**src/rtl/csr_axil_write_responder_pkg.sv**
```systemverilog
// Shared types and constants for the CSR AXI-Lite write responder.
// Response codes, FSM states and CSR address field positions.
package csr_axil_pkg;

    localparam logic [2:0] BRESP_OKAY   = 3'd0;
    localparam logic [2:0] BRESP_SLVERR = 3'd2;

    // CSR address fields: 11:10 == 2'b11 marks read-only,
    // 9:8 is the lowest privilege allowed to access it.
    localparam int CSR_RO_HI   = 11;
    localparam int CSR_RO_LO   = 10;
    localparam int CSR_PRIV_HI = 9;
    localparam int CSR_PRIV_LO = 8;

    typedef enum logic [2:0] {
        IDLE,
        HAVE_ADDR,
        HAVE_DATA,
        CHECK,
        WRITE,
        RESP
    } state_e;

endpackage

```
**src/rtl/csr_axil_write_responder_if.sv**
```systemverilog
// AXI-Lite write channel bundle (AW, W, B) between commit and the CSR file.
// master drives requests, slave answers with ready and the B response.
interface csr_axil_write_responder_if #(
    parameter int ADDR_WIDTH = 12,
    parameter int DATA_WIDTH = 32,
    parameter int RESP_WIDTH = 3
);
    logic [ADDR_WIDTH-1:0] awaddr;
    logic                  awvalid;
    logic                  awready;
    logic [DATA_WIDTH-1:0] wdata;
    logic                  wvalid;
    logic                  wready;
    logic [RESP_WIDTH-1:0] bresp;
    logic                  bvalid;
    logic                  bready;

    modport master (
        output awaddr, awvalid, wdata, wvalid, bready,
        input  awready, wready, bresp, bvalid
    );

    modport slave (
        input  awaddr, awvalid, wdata, wvalid, bready,
        output awready, wready, bresp, bvalid
    );
endinterface

```
**src/rtl/csr_axil_write_responder_access_check.sv**
```systemverilog
// Combinational CSR access check: read-only, privilege and implemented.
// Takes only the address field bits that matter; shared with the read side.
module csr_access_check (
    input  logic [3:0] addr_hi,
    input  logic [1:0] priv_level,
    input  logic       hit,
    output logic       err
);
    logic ro;
    logic priv_low;

    // Reject on RO region, insufficient privilege, or unimplemented address
    always_comb begin
        ro       = (addr_hi[3:2] == 2'b11);
        priv_low = (addr_hi[1:0] > priv_level);
        err      = ro | priv_low | ~hit;
    end
endmodule

```
**src/rtl/csr_axil_write_responder.sv**
```systemverilog
// AXI-Lite write responder in front of the CSR file write port.
// Collects AW and W in any order, checks access, writes, and returns B.
module csr_axil_write_responder
    import csr_axil_pkg::*;
#(
    parameter int ADDR_WIDTH = 12,
    parameter int DATA_WIDTH = 32,
    parameter int RESP_WIDTH = 3
) (
    input  logic                  clk,
    input  logic                  reset,
    csr_axil_write_responder_if.slave axil_csr,
    input  logic [1:0]            priv_level,
    output logic [ADDR_WIDTH-1:0] csr_lookup_addr,
    input  logic                  csr_lookup_hit,
    output logic [ADDR_WIDTH-1:0] csr_wr_addr,
    output logic [DATA_WIDTH-1:0] csr_wr_data,
    output logic                  csr_wr_en,
    input  logic                  csr_wr_ready
);
    state_e                state_q, state_d;
    logic [ADDR_WIDTH-1:0] addr_q, addr_d;
    logic [DATA_WIDTH-1:0] data_q, data_d;
    logic [RESP_WIDTH-1:0] resp_q, resp_d;
    logic                  wr_en_q, wr_en_d;
    logic                  bvalid_q, bvalid_d;
    logic                  aw_hs, w_hs;
    logic                  access_err;

    csr_access_check u_check (
        .addr_hi    (addr_q[CSR_RO_HI:CSR_PRIV_LO]),
        .priv_level (priv_level),
        .hit        (csr_lookup_hit),
        .err        (access_err)
    );

    // Ready decode; forced low while reset is held
    always_comb begin
        axil_csr.awready = ~reset &
            ((state_q == IDLE) | (state_q == HAVE_DATA));
        axil_csr.wready  = ~reset &
            ((state_q == IDLE) | (state_q == HAVE_ADDR));
    end

    // Next-state, buffer capture and registered output flags
    always_comb begin
        state_d = state_q;
        addr_d  = addr_q;
        data_d  = data_q;
        resp_d  = resp_q;
        aw_hs   = axil_csr.awvalid & axil_csr.awready;
        w_hs    = axil_csr.wvalid & axil_csr.wready;
        if (aw_hs) addr_d = axil_csr.awaddr;
        if (w_hs)  data_d = axil_csr.wdata;
        unique case (state_q)
            IDLE: begin
                if (aw_hs && w_hs) state_d = CHECK;
                else if (aw_hs)    state_d = HAVE_ADDR;
                else if (w_hs)     state_d = HAVE_DATA;
            end
            HAVE_ADDR: if (w_hs)  state_d = CHECK;
            HAVE_DATA: if (aw_hs) state_d = CHECK;
            CHECK: begin
                if (access_err) begin
                    resp_d  = RESP_WIDTH'(BRESP_SLVERR);
                    state_d = RESP;
                end else begin
                    resp_d  = RESP_WIDTH'(BRESP_OKAY);
                    state_d = WRITE;
                end
            end
            WRITE: if (csr_wr_ready) state_d = RESP;
            RESP:  if (axil_csr.bready) state_d = IDLE;
            default: state_d = IDLE;
        endcase
        wr_en_d  = (state_d == WRITE);
        bvalid_d = (state_d == RESP);
    end

    // State and output registers; reset drops any transaction in flight
    always_ff @(posedge clk or posedge reset) begin
        if (reset) begin
            state_q  <= IDLE;
            addr_q   <= '0;
            data_q   <= '0;
            resp_q   <= '0;
            wr_en_q  <= 1'b0;
            bvalid_q <= 1'b0;
        end else begin
            state_q  <= state_d;
            addr_q   <= addr_d;
            data_q   <= data_d;
            resp_q   <= resp_d;
            wr_en_q  <= wr_en_d;
            bvalid_q <= bvalid_d;
        end
    end

    // Output drive from registered state
    always_comb begin
        csr_lookup_addr = addr_q;
        csr_wr_addr     = addr_q;
        csr_wr_data     = data_q;
        csr_wr_en       = wr_en_q;
        axil_csr.bvalid = bvalid_q;
        axil_csr.bresp  = resp_q;
    end
endmodule
```
**src/flat_wrapper.sv**
```systemverilog
// flat-port wrapper written by rule: the top's interface ports become plain ports
module csr_axil_write_responder_flat import csr_axil_pkg::*;
#(
    parameter int ADDR_WIDTH = 12,
    parameter int DATA_WIDTH = 32,
    parameter int RESP_WIDTH = 3
)
  (clk, reset, priv_level, csr_lookup_addr, csr_lookup_hit, csr_wr_addr, csr_wr_data, csr_wr_en, csr_wr_ready, axil_csr_awaddr, axil_csr_awvalid, axil_csr_wdata, axil_csr_wvalid, axil_csr_bready, axil_csr_awready, axil_csr_wready, axil_csr_bresp, axil_csr_bvalid);
  csr_axil_write_responder_if #(.ADDR_WIDTH(ADDR_WIDTH), .DATA_WIDTH(DATA_WIDTH), .RESP_WIDTH(RESP_WIDTH)) axil_csr_i ();
  input  logic clk;
  input  logic reset;
  input  logic [1:0] priv_level;
  output logic [ADDR_WIDTH-1:0] csr_lookup_addr;
  input  logic csr_lookup_hit;
  output logic [ADDR_WIDTH-1:0] csr_wr_addr;
  output logic [DATA_WIDTH-1:0] csr_wr_data;
  output logic csr_wr_en;
  input  logic csr_wr_ready;
  input wire logic [$bits(axil_csr_i.awaddr)-1:0] axil_csr_awaddr;
  input wire logic [$bits(axil_csr_i.awvalid)-1:0] axil_csr_awvalid;
  input wire logic [$bits(axil_csr_i.wdata)-1:0] axil_csr_wdata;
  input wire logic [$bits(axil_csr_i.wvalid)-1:0] axil_csr_wvalid;
  input wire logic [$bits(axil_csr_i.bready)-1:0] axil_csr_bready;
  output wire logic [$bits(axil_csr_i.awready)-1:0] axil_csr_awready;
  output wire logic [$bits(axil_csr_i.wready)-1:0] axil_csr_wready;
  output wire logic [$bits(axil_csr_i.bresp)-1:0] axil_csr_bresp;
  output wire logic [$bits(axil_csr_i.bvalid)-1:0] axil_csr_bvalid;
  assign axil_csr_i.awaddr = axil_csr_awaddr;
  assign axil_csr_i.awvalid = axil_csr_awvalid;
  assign axil_csr_i.wdata = axil_csr_wdata;
  assign axil_csr_i.wvalid = axil_csr_wvalid;
  assign axil_csr_i.bready = axil_csr_bready;
  assign axil_csr_awready = axil_csr_i.awready;
  assign axil_csr_wready = axil_csr_i.wready;
  assign axil_csr_bresp = axil_csr_i.bresp;
  assign axil_csr_bvalid = axil_csr_i.bvalid;
  csr_axil_write_responder #(.ADDR_WIDTH(ADDR_WIDTH), .DATA_WIDTH(DATA_WIDTH), .RESP_WIDTH(RESP_WIDTH)) u_core (.clk(clk), .reset(reset), .axil_csr(axil_csr_i), .priv_level(priv_level), .csr_lookup_addr(csr_lookup_addr), .csr_lookup_hit(csr_lookup_hit), .csr_wr_addr(csr_wr_addr), .csr_wr_data(csr_wr_data), .csr_wr_en(csr_wr_en), .csr_wr_ready(csr_wr_ready));
endmodule
```
**config.mk**
```make
export PLATFORM = sky130hd
export DESIGN_NAME = csr_axil_write_responder_flat
export DESIGN_NICKNAME = d
export VERILOG_FILES = /design/src/rtl/csr_axil_write_responder_pkg.sv /design/src/rtl/csr_axil_write_responder_if.sv /design/src/rtl/csr_axil_write_responder_access_check.sv /design/src/rtl/csr_axil_write_responder.sv /design/src/flat_wrapper.sv
export SDC_FILE = /design/constraint.sdc
export NUM_CORES = 1
export LEC_CHECK = 0
export CAP_MARGIN = 20
export CORE_MARGIN = 2
export CORE_UTILIZATION = 29
export DETAILED_ROUTE_END_ITERATION = 10
export DONT_BUFFER_PORTS = 1
export PLACE_DENSITY_LB_ADDON = 0.25
export SLEW_MARGIN = 30
export SYNTH_ARGS = -nofsm -noshare
export SYNTH_HDL_FRONTEND = slang
export SYNTH_SLANG_ARGS = --single-unit
```
**constraint.sdc**
```tcl
create_clock -name clk -period 3.99 [get_ports clk]
set_input_delay 0.1995 -clock clk [delete_from_list [all_inputs] [get_ports clk]]
set_output_delay 0.1995 -clock clk [all_outputs]
set_load 0.05 [all_outputs]
```
Word-level counts from Yosys, hierarchy flattened
Cells that the tools add are included.
Storage, ports and cells
  bits in registers: 52
  input port bits: 53
  output and inout port bits: 63
  logic and storage cells: 37
Operators by class
  magnitude comparators: 1
  eq/ne operators: 8
  mux-type cells: 10
  bitwise operators: 10
  reduce and logical (&&, ||, !) cells: 2
Operators by type and width (count)
  3-bit two-way mux: 7
  3-bit case mux with 6 select lines: 1
  3-bit == test, second input constant: 4
  3-bit by 2-bit == test with 1-bit output, second input constant: 2
  1-bit bitwise AND: 4
  1-bit bitwise OR: 4
  3-bit by 1-bit == test with 1-bit output, second input constant: 1
  3-bit logical NOT: 1
  2-bit == test, second input constant: 1
  2-bit greater-than comparator: 1
  2-bit two-way mux: 1
  1-bit inverter: 2
  1-bit logical AND: 1
  1-bit two-way mux: 1

Depth between registers and ports, before layout
  word-level depth: 9
  depth in mapped cells: 6
  gate-level depth less buffers: 6

Hierarchy
A second synthesis with hierarchy kept.
Second synthesis, totals
  cells, all modules: 144
  area total of the unflattened synthesis: 2244.7 µm²
By module, submodules not included
  csr_axil_write_responder: times used 1, cells an instance 135, area an instance 2188.3 µm²
  csr_access_check: times used 1, cells an instance 9, area an instance 56.3 µm²

Worst setup path after synthesis
No wires, ideal clock.
  kind: reg-to-reg
  from: reg u_core.state_q[2]
  to: reg u_core.data_q[0] (netlist: u_core.csr_wr_data[0])
  library setup time: 0.125 ns
  arrival: 1.952 ns
  required time: 3.865 ns
  slack: 1.913 ns
  cell stages (with the launch flop): 6
  path buffers: 2
  clock period less this slack: 2.077 ns
  path through: dfrtp_1 > nor3_2 > and2_4 > buf_6 > buf_12 > mux2_4
Between the ends
  cells in the longest elaborated chain, start to end: 4
Ends and longest elaborated chain
  start: declaration: line csr_axil_write_responder.sv:21  | state_e state_q, state_d;
  start signal: assignment: line csr_axil_write_responder.sv:90  | state_q <= state_d;
  3-bit by 1-bit == test with 1-bit output or 3-bit logical NOT (tied branches): line csr_axil_write_responder.sv:42  | ((state_q == IDLE) | (state_q == HAVE_ADDR));
  1-bit bitwise OR *: line csr_axil_write_responder.sv:42
  1-bit bitwise AND *: line csr_axil_write_responder.sv:41  | axil_csr.wready = ~reset &
  net axil_csr_wready: line flat_wrapper.sv:25  | output wire logic [$bits(axil_csr_i.wready)-1:0] axil_csr_wready;
  1-bit bitwise AND *: line csr_axil_write_responder.sv:52  | w_hs = axil_csr.wvalid & axil_csr.wready;
  end signal: assignment: line csr_axil_write_responder.sv:92  | data_q <= data_d;
  end: declaration: line csr_axil_write_responder.sv:23  | logic [DATA_WIDTH-1:0] data_q, data_d;
Mark *: on every way through the listed nets, which the timed path passes. The rest lies on a longest branch.
A chain may end at the register's enable or synchronous reset.

Worst setup path after layout
  from: reg u_core.state_q[0]
  to: reg u_core.addr_q[9] (netlist: u_core.csr_lookup_addr[9])
Between the ends
  cells in the longest elaborated chain, start to end: 4
Ends and longest elaborated chain
  3-bit by 2-bit == test with 1-bit output or 3-bit logical NOT (tied branches): line csr_axil_write_responder.sv:40  | ((state_q == IDLE) | (state_q == HAVE_DATA));
  1-bit bitwise OR *: line csr_axil_write_responder.sv:40
  1-bit bitwise AND *: line csr_axil_write_responder.sv:39  | axil_csr.awready = ~reset &
  net axil_csr_awready: line flat_wrapper.sv:24  | output wire logic [$bits(axil_csr_i.awready)-1:0] axil_csr_awready;
  1-bit bitwise AND *: line csr_axil_write_responder.sv:51  | aw_hs = axil_csr.awvalid & axil_csr.awready;
  end signal: assignment: line csr_axil_write_responder.sv:91  | addr_q <= addr_d;
  end: declaration: line csr_axil_write_responder.sv:22  | logic [ADDR_WIDTH-1:0] addr_q, addr_d;
Marks and branches as above.

==> impl.org <==
** Timing
- Setup total negative slack on the finished layout was measured at 0 ns.
- The worst path uses 61.4% of the clock period.
- Clock skew on the completed layout was measured at 0.00718 ns.
- For this run, the top clock speed supported by timing is 0.408 GHz.
- The final number of hold-violating endpoints was 0.
- Worst hold slack :: 0.0390 ns
- Setup violations remaining at the end of the flow were counted as 0.
- At the pin with the least slew margin, the transition time is about 0.96 ns.
- Worst slew margin relative to its limit :: 36.2%
- Count of final max-slew check failures :: 0
- RSZ-0062 raised after global routing :: no
- The clock period could shrink to 2.45 ns.

** Yosys
- Averaged over all synthesized cells, the footprint is 15.5 um2.
- Leading post-synthesis cells by cell area :: sky130_fd_sc_hd__dfrtp_1 55%, sky130_fd_sc_hd__mux2_4 24%, sky130_fd_sc_hd__buf_4 4.6%, sky130_fd_sc_hd__mux2_2 3.0%, sky130_fd_sc_hd__buf_12 2.6%
- Register area share after synthesis :: 54.9%
- Synthesis produced a netlist whose cell count is 147.
- Yosys Warn Count :: 0
- In this run the cell area of the synthesized design comes to 0.00228 mm2.
- Unique masters post-synth :: 25
- After synthesis the netlist holds a flip-flop and latch count of 50.
- Portion of synthesized cell area occupied by the leading cell type :: between 50% and 60%
- Summed over all instances, the cell type with the most area after synthesis is sky130_fd_sc_hd__dfrtp_1.

** Cells and area
- Multi-input gate area :: 817 um2
- Layout cell share with drive strength beyond 1 :: just under 40%
- The number of antenna diodes in the final layout is 0.
- Design Area, Final :: ~0.0023 mm2
- Counting the fill cells in the layout gives 773.
- Flip-flop and latch area :: 0.00125 mm2
- Number of nets in the layout :: 191
- Relative to the synthesized area, the layout overhead comes to 1.37%.
- Leaving out fill and tap cells, the most frequent cells in the layout are 50 x sky130_fd_sc_hd__dfrtp_1, 37 x sky130_fd_sc_hd__mux2_4, 7 x sky130_fd_sc_hd__nand2_1, 6 x sky130_fd_sc_hd__mux2_2, 5 x sky130_fd_sc_hd__clkbuf_8.
- Leading cell type in the layout, fill and taps excluded :: sky130_fd_sc_hd__dfrtp_1

** Global routing
- The first global-routing pass estimated 6300 um of wire.
- For met2 alone, demand over resource in global routing was 15.5%.
- In the global route stage, overall resource usage came out at 9.40%.
- For this run, global-route usage on met1 was measured as 11.1%.
- Number of global-route vias before repair :: between 1,000 and 1,500
- Entering global routing, the biggest net connects roughly 50 pins.
- The layer flagged by global routing as most heavily used is met2.
- Initial antenna violation count :: 0
- Global routing used 3.91% of the available met3 tracks.
- The total overflow left after global routing is 0.

** Critical path
- STA puts the critical path data required time at 4.17 ns.
- Data on the critical path arrives at its endpoint at 2.63 ns.
- Largest fanout of any net on the critical path :: 14
- Category of the worst setup path launch point :: flop
- STA classifies the critical path endpoint as a flop.
- Worst Path Class, Setup :: reg2reg

** Outcome
- The run finished with clean final reports.

** Floorplanning
- Total number of placement rows :: 32
- For this configuration, the core starts out at a cell density of 29.6%.
- Die Area :: between 0.008 and 0.009 mm2
- Width of the die :: 92.6 um
- The floorplan step defined a core boundary enclosing 0.00769 mm2.
- In this run the vertical extent of the chip is slightly above 90 um.
- Top Ports :: 116

** Placed design
- Area of placed instances :: 0.00221 mm2
- The congestion estimate from routability-driven global placement came to 0.698.
- Buffers on Ports :: 0
- Once detailed placement completed, the half-perimeter wirelength came to 2970 um.

** CTS
- The clock passes through at most 2 buffers.
- Number of instances resized during post-cts repair :: 0
- TritonCTS Buffers :: 5
- CTS built an H-tree with a depth of 2.
- The tree built by TritonCTS fans out to 50 sinks.
- Clock-pin slew was measured on the worst setup and hold paths at 0.08 ns.
- Clock tree from TritonCTS :: built
- CTS Root Buffer Type :: sky130_fd_sc_hd__clkbuf_8
- For the worst-skew pair, the clock arrives at the later sink with an insertion delay of 0.29 ns.

** Flow run
- The tool flagged a number of max-cap violations equal to 0.

** Drt
- Once detail routing completed, the nets flagged for antenna violations numbered 0.
- After detailed routing, the average wire length per cell comes to 17.5 um.
- Number of vias after detailed routing :: 1,077
- Via-per-instance ratio :: 4.51
- Aggregate routed wire length :: 4180 um
- DRC violations left :: 0
- Number of design-rule violations left by the first detailed-router iteration :: 33
- Number of iterations in the first detailed-routing pass :: 4

** Hold path
- The worst hold path belongs to the class in2reg.
synth_stat cells:
cell                       count
sky130_fd_sc_hd__mux2_2        6
sky130_fd_sc_hd__o21ai_0       2
sky130_fd_sc_hd__nand3b_1      3
sky130_fd_sc_hd__nand4_1       1
sky130_fd_sc_hd__inv_1         4
sky130_fd_sc_hd__o21bai_1      1
sky130_fd_sc_hd__ha_1          2
sky130_fd_sc_hd__or2_1         1
sky130_fd_sc_hd__buf_6         3
sky130_fd_sc_hd__dfrtp_1      50
sky130_fd_sc_hd__conb_1        1
sky130_fd_sc_hd__or3_1         1
sky130_fd_sc_hd__nor3_2        2
sky130_fd_sc_hd__o21a_1        1
sky130_fd_sc_hd__a21oi_1       2
sky130_fd_sc_hd__nor2_1        1
sky130_fd_sc_hd__and2_1        1
sky130_fd_sc_hd__nand2_1       7
sky130_fd_sc_hd__a31oi_1       1
sky130_fd_sc_hd__buf_4        14
sky130_fd_sc_hd__buf_12        3
sky130_fd_sc_hd__nor3b_1       1
sky130_fd_sc_hd__mux2_4       37
sky130_fd_sc_hd__nor2b_1       1
sky130_fd_sc_hd__and2_4        1
sequential cells by signal, indices dropped and copies added (netlist names):
signal and flops:
u_core.csr_wr_data 32, u_core.csr_lookup_addr 12, u_core.axil_csr.bresp 1, u_core.state_q 3, u_core.csr_wr_en 1, u_core.axil_csr.bvalid 1
final timing paths:
path                                    start                   endpoint  slack [ns]  cells after the start
max                         u_core.state_q[0]  u_core.csr_lookup_addr[9]        1.54                      3
min                        axil_csr_awaddr[8]  u_core.csr_lookup_addr[8]        0.04                      2
max reg2reg                 u_core.state_q[0]  u_core.csr_lookup_addr[9]        1.54                      3
min reg2reg                 u_core.state_q[1]          u_core.state_q[2]        0.69                      2
max in group asynchronous               reset      u_core.csr_wr_data[7]        3.10                      2
min in group asynchronous               reset     u_core.axil_csr.bvalid        0.47                      2
metal layers:
layer / share of wire, % / up-vias
met2: 49 / 70
met1: 40 / 543
li1: - / 462
met3: 11 / 2
met5: 0 / -
met4: 0.33 / 0
cell type report:
type | instances | area share [%]
clock inverters | 2 | 0.596
well taps | 102 | 5.53
clock buffers | 6 | 3.14
repair buffers | 1 | 0.433
inverters | 4 | 0.758
multi-input cells | 74 | 35.4
flip-flops and latches | 50 | 54.2
logic make-up after synthesis:
group	Yosys count	share of synthesized area, %
adder cells (fa/ha/maj)	2	1.10
flip-flops	50	54.9
other	1	0.165
AO/OA/AOI/OAI	7	1.81
AND/OR/NAND/NOR	20	5.27
multiplexers	43	27.3
buffers and inverters	24	9.39
worst max-delay path, stage by stage, from the launching register on:
cell,delay [ns]
sky130_fd_sc_hd__dfrtp_1,0.46
sky130_fd_sc_hd__nor3_2,0.75
sky130_fd_sc_hd__and2_1,0.71
sky130_fd_sc_hd__mux2_2,0.41
through the flow:
step                      util, %  std cells  setup WS (ns)
after floorplan                 -        148           1.91
after global placement       28.8        230           1.61
after detailed placement     28.8        230           1.53
after CTS                    30.0        239           1.52
after global routing         30.0        239           1.43
final                        30.0        239           1.54
repair_timing:
item	CTS	global route
setup buffers	0	0
hold endpoints to repair	50	0
hold buffers	1	0
Power is not shown: default switching activity piles up to over one toggle a cycle in this logic, so the estimate is an artifact.
